[src/rtl/pipe_stall_ctrl.sv]
// Pipeline control responder: turns hazard, branch, memory-busy and HLT inputs into
// per-stage write-enable/flush/bubble controls, sequences halt drain, counts stalls/flushes.
module pipe_stall_ctrl #(
    parameter int unsigned CNT_W        = 16,
    parameter int unsigned DRAIN_CYCLES = 3
) (
    input  logic             clk,
    input  logic             rst_n,
    input  logic             stall,
    input  logic             br_taken,
    input  logic             hlt_id,
    input  logic             imem_busy,
    input  logic             dmem_busy,
    output logic             pc_we,
    output logic             ifid_we,
    output logic             ifid_flush,
    output logic             idex_we,
    output logic             idex_bubble,
    output logic             exmem_we,
    output logic             memwb_we,
    output logic             memwb_bubble,
    output logic             halted,
    output logic [CNT_W-1:0] stall_cnt,
    output logic [CNT_W-1:0] flush_cnt
);

    localparam int unsigned DRN_W = (DRAIN_CYCLES > 4) ? $clog2(DRAIN_CYCLES) : 2;
    localparam logic [DRN_W-1:0] DRN_INIT = DRN_W'(DRAIN_CYCLES - 1);
    localparam logic [CNT_W-1:0] CNT_MAX  = {CNT_W{1'b1}};

    localparam logic [1:0] ST_RUN    = 2'd0;
    localparam logic [1:0] ST_DRAIN  = 2'd1;
    localparam logic [1:0] ST_HALTED = 2'd2;

    logic [1:0]       state_q, state_d;
    logic [DRN_W-1:0] drn_q, drn_d;
    logic             halted_q, halted_d;
    logic [CNT_W-1:0] stall_cnt_q, stall_cnt_d;
    logic [CNT_W-1:0] flush_cnt_q, flush_cnt_d;
    logic             stall_inc;
    logic             flush_inc;

    // Next state, drain sequencing and zero-latency stage controls
    always_comb begin
        state_d      = state_q;
        drn_d        = drn_q;
        stall_inc    = 1'b0;
        flush_inc    = 1'b0;
        pc_we        = 1'b0;
        ifid_we      = 1'b0;
        ifid_flush   = 1'b0;
        idex_we      = 1'b0;
        idex_bubble  = 1'b0;
        exmem_we     = 1'b0;
        memwb_we     = 1'b0;
        memwb_bubble = 1'b0;

        case (state_q)
            ST_RUN: begin
                if (dmem_busy) begin
                    memwb_we     = 1'b1;
                    memwb_bubble = 1'b1;
                    stall_inc    = 1'b1;
                end else if (stall) begin
                    idex_we     = 1'b1;
                    idex_bubble = 1'b1;
                    exmem_we    = 1'b1;
                    memwb_we    = 1'b1;
                    stall_inc   = 1'b1;
                end else if (hlt_id) begin
                    ifid_we    = 1'b1;
                    ifid_flush = 1'b1;
                    idex_we    = 1'b1;
                    exmem_we   = 1'b1;
                    memwb_we   = 1'b1;
                    stall_inc  = 1'b1;
                    state_d    = ST_DRAIN;
                    drn_d      = DRN_INIT;
                end else if (br_taken) begin
                    pc_we      = 1'b1;
                    ifid_we    = 1'b1;
                    ifid_flush = 1'b1;
                    idex_we    = 1'b1;
                    exmem_we   = 1'b1;
                    memwb_we   = 1'b1;
                    flush_inc  = 1'b1;
                end else if (imem_busy) begin
                    ifid_we    = 1'b1;
                    ifid_flush = 1'b1;
                    idex_we    = 1'b1;
                    exmem_we   = 1'b1;
                    memwb_we   = 1'b1;
                    stall_inc  = 1'b1;
                end else begin
                    pc_we    = 1'b1;
                    ifid_we  = 1'b1;
                    idex_we  = 1'b1;
                    exmem_we = 1'b1;
                    memwb_we = 1'b1;
                end
            end

            ST_DRAIN: begin
                ifid_flush = 1'b1;
                if (dmem_busy) begin
                    memwb_we     = 1'b1;
                    memwb_bubble = 1'b1;
                end else begin
                    ifid_we  = 1'b1;
                    idex_we  = 1'b1;
                    exmem_we = 1'b1;
                    memwb_we = 1'b1;
                    // drn counts remaining non-frozen drain cycles after this one
                    if (drn_q == '0) begin
                        state_d = ST_HALTED;
                    end else begin
                        drn_d = drn_q - DRN_W'(1);
                    end
                end
            end

            ST_HALTED: begin
                state_d = ST_HALTED;
            end

            default: begin
                state_d = ST_RUN;
                drn_d   = '0;
            end
        endcase

        if (!rst_n) begin
            pc_we        = 1'b0;
            ifid_we      = 1'b0;
            ifid_flush   = 1'b0;
            idex_we      = 1'b0;
            idex_bubble  = 1'b0;
            exmem_we     = 1'b0;
            memwb_we     = 1'b0;
            memwb_bubble = 1'b0;
        end
    end

    // Saturating performance counters
    always_comb begin
        stall_cnt_d = stall_cnt_q;
        flush_cnt_d = flush_cnt_q;
        halted_d    = (state_d == ST_HALTED);
        if (stall_inc && (stall_cnt_q != CNT_MAX)) begin
            stall_cnt_d = stall_cnt_q + CNT_W'(1);
        end
        if (flush_inc && (flush_cnt_q != CNT_MAX)) begin
            flush_cnt_d = flush_cnt_q + CNT_W'(1);
        end
    end

    always_ff @(posedge clk) begin
        if (!rst_n) begin
            state_q     <= ST_RUN;
            drn_q       <= '0;
            halted_q    <= 1'b0;
            stall_cnt_q <= '0;
            flush_cnt_q <= '0;
        end else begin
            state_q     <= state_d;
            drn_q       <= drn_d;
            halted_q    <= halted_d;
            stall_cnt_q <= stall_cnt_d;
            flush_cnt_q <= flush_cnt_d;
        end
    end

    // Registered status is forced low while reset is held
    assign halted    = rst_n & halted_q;
    assign stall_cnt = rst_n ? stall_cnt_q : '0;
    assign flush_cnt = rst_n ? flush_cnt_q : '0;

endmodule

[config.mk]
export PLATFORM = sky130hd
export DESIGN_NAME = pipe_stall_ctrl
export DESIGN_NICKNAME = d
export VERILOG_FILES = /design/src/rtl/pipe_stall_ctrl.sv
export SDC_FILE = /design/constraint.sdc
export NUM_CORES = 1
export LEC_CHECK = 0
export ABC_AREA = 1
export CORE_MARGIN = 2
export CORE_UTILIZATION = 57
export DETAILED_ROUTE_END_ITERATION = 16
export PLACE_DENSITY = 0.93
export SLEW_MARGIN = 20
export SYNTH_ARGS = -nofsm -noshare
export SYNTH_HDL_FRONTEND = slang
export SYNTH_SLANG_ARGS = --single-unit
[constraint.sdc]
create_clock -name clk -period 3.1 [get_ports clk]
set_clock_uncertainty 0.1 [all_clocks]
set_input_delay 0.775 -clock clk [delete_from_list [all_inputs] [get_ports clk]]
set_output_delay 0.775 -clock clk [all_outputs]
set_load 0.02 [all_outputs]
==> flow_summary.ini <==
[sta]
rsz0062_at_grt = yes
setup_viol = 0
worst_pin_slew_ns = 0.747
hold_ws_ns = 0.411
drv_slew = 0
fmax_mhz = 330
report.final.hold_viol_count = 0
fin_crit_sh_pct = 97.9
fin_crit_ns = 3.03
relSlewSlack_pct = 49.9

[worst_hold_path]
min_path_type = flop to flop
hold_path_depth = 2

[critical_path]
timing.reg2reg.setup_slack_ns = 0.94
cpPeakStageDelay_ns = 0.58
start_kind = primary input
critPathCaptureType = output pin
r2r-end = flush_cnt_q[1]
crit_start = rst_n
slowest_stage = clkdlybuf4s50_1
cp-endpoint = pc_we
regToRegStartpoint = flush_cnt_q[0]
arrival_ns = 2.16
path_max_fanout = 7
crit_chain = clkdlybuf4s50_1, inv_1, buf_4, nor3_1, dlygate4sd2_1
reg2reg_depth = 7
crit_type = primary input to output pin
required_ns = 2.22

[synthesis]
synth_edf_count = 0
ys_seq_area_share_pct = 29.1
synthesis.nets = 432
yosysUniqueCellTypes = 28
synthCells = 422
syn_area_per_cell_um2 = 6.03
synth_seq_cells = 37
yosys-top-cells-count = nand2_1 (143), inv_1 (63), nor2_1 (46)
synth.top_cell.area_share_pct = 29.1
synth_area_leaders = dfxtp_1 (29%), nand2_1 (21%), inv_1 (9.3%), nor2_1 (6.8%), a21oi_1 (5.7%)
yosysMostFrequentCell = nand2_1
ys_async_sr_fraction_pct = 0
synth_area_leader_cell = dfxtp_1
synthFlopType = dfxtp_1
ys.warnings.count = 0
syn_area_um2 = 2540

[floorplan]
dieArea_um2 = 5020
core_um2 = 4320
die_x_um = 70.8
rows = 24
io_pins = 48
die_h_um = 70.8
initial_utilization_pct = 58.9

[grt]
grtUsageTotal_pct = 23.7
antenna_found_initial = 0
grt_pass1_vias = 2361
grt_overflow_total = 0
grt_pass1_wl_mm = 9.82
grt_max_degree = 26

[placed_design]
numPortBuffers = 47
gp_congestion = 0.900
dp_hpwl_mm = 4.14

[outcome]
status = finished clean

[pwr]
p_leak_nw = 1.59
vdd_ir_drop_max_mv = 0.229
power_mw = 0.960
powerDensity_nw_per_um2 = 309

[routing]
top_layer = met4
drc = 0
drt-pass1-iter-count = 5
wire_per_inst_um = 10.8
ant_nets = 0
drt-total-wl_mm = 5.65
detailedRoute.firstIterationViolations = 174
avgViaCountPerCell = 5.18
met3_length_um = 344
wl_met1_mm = 2.46
wl_met2_mm = 2.79
num_vias = 2703

[clock_network]
htree_levels = 2
cts_tree = built
root_buffer = clkbuf_8
cts_hold_buf = 0
clkLatencyLatePin_ns = 0.29
cts_buffers = 5
numClockSinks = 37
clkSlewWorstSetupHoldPaths_ns = 0.07
cts_max_path_buffers = 2
post_cts_buffers = 0

[cells_and_area]
fin_nets = 479
diodes = 0
area_growth_pct = 21.8
post_route_cells_drive_above_1_share_pct = 7.66
num-fill-cells = 372

[job]
maxCapViolations = 0
## layout by cell type, fill, tap and decap left out, types with 2 or more instances in the layout
master           synthesis  routed
ha_1                     3       3
xor2_1                   7       7
nor3_1                   8       7
buf_4                    7       8
o21ai_0                  6       6
nor2_1                  46      46
nand3b_1                 2       2
nand2_2                  3       3
xnor2_1                  6       6
nor2_2                   2       2
nor2_4                   7       7
clkdlybuf4s50_1          0       5
nand2_1                143     143
clkinv_2                 0       2
dlygate4sd2_1            0      37
nand3_1                 24      24
dfxtp_1                 37      37
inv_1                   63      63
a21oi_2                  2       2
dlygate4sd1_1            0       2
clkbuf_8                 0       5
nand4_1                 10      10
a21oi_1                 29      29
## worst min path at each step
stage / startpoint / end
global placement: drn_q[0] / drn_q[0]
detailed placement: drn_q[0] / drn_q[0]
finish: drn_q[0] / drn_q[0]
global route: drn_q[0] / drn_q[0]
floorplan: drn_q[0] / drn_q[0]
CTS: drn_q[0] / drn_q[0]
## cell families after synthesis
kind of cell,Yosys count,synth area share (%)
buf+inv,81,13.7
fa+ha+maj,3,1.48
simple gates,247,42.2
flops,37,29.1
compound gates,41,9.05
xor+xnor,13,4.47
## where the power goes
part	internal [mW]	total (mW)	switching [mW]	leakage (nW)
clock network	0.156	0.333	0.177	0.0450
registers	0.484	0.494	0.0102	0.299
logic	0.0494	0.132	0.0831	1.25
## layout make-up
class                   count  area [um2]  share of cell area (%)
repair buffers             57         510                    16.5
well taps                  52        65.1                    2.10
clock buffers               6        72.6                    2.34
inverters                  64         240                    7.75
clock inverters             2        10.0                   0.323
multi-input cells         304        1460                    47.1
flip-flops and latches     37         741                    23.9
## registers in the layout, summed over array words and instances (netlist names)
name,cells
stall_cnt_q,16
state_q,2
flush_cnt_q,16
drn_q,2
halted_q,1
## what timing repair did
| action | 4_1_cts | 5_1_grt |
|---|---|---|
| setup endpoints to repair | 41 | 5 |
| pin swaps | 0 | 0 |
| gates resized for setup | 46 | 8 |
## layer usage
metal  track usage (%)  up-vias
li1                  -     1403
met1              29.1     1207
met2              42.0       86
met3              4.99        7
met4              6.50        0
met5                 0        -
## worst max-delay path, delay by kind of cell
family | cells | cell delay, ns
and+or+nand+nor | 1 | 0.17
buffers and inverters | 4 | 1.22
## stage by stage
step / TNS, ns / std cells / util (%) / setup slack [ns] / instance area [um2]
final: 0 / 522 / 71.7 / 0.0654 / 3100
after CTS: 0 / 522 / 71.7 / 0.0317 / 3100
after global routing: -0.0782 / 522 / 71.7 / -0.0406 / 3100
after global placement: -2.15 / 514 / 70.5 / -0.216 / 3050
after detailed placement: -3.21 / 514 / 70.5 / -0.237 / 3050
after floorplan: 0 / 422 / - / 0.0592 / 2540
Power figures use the tool's default switching activity.
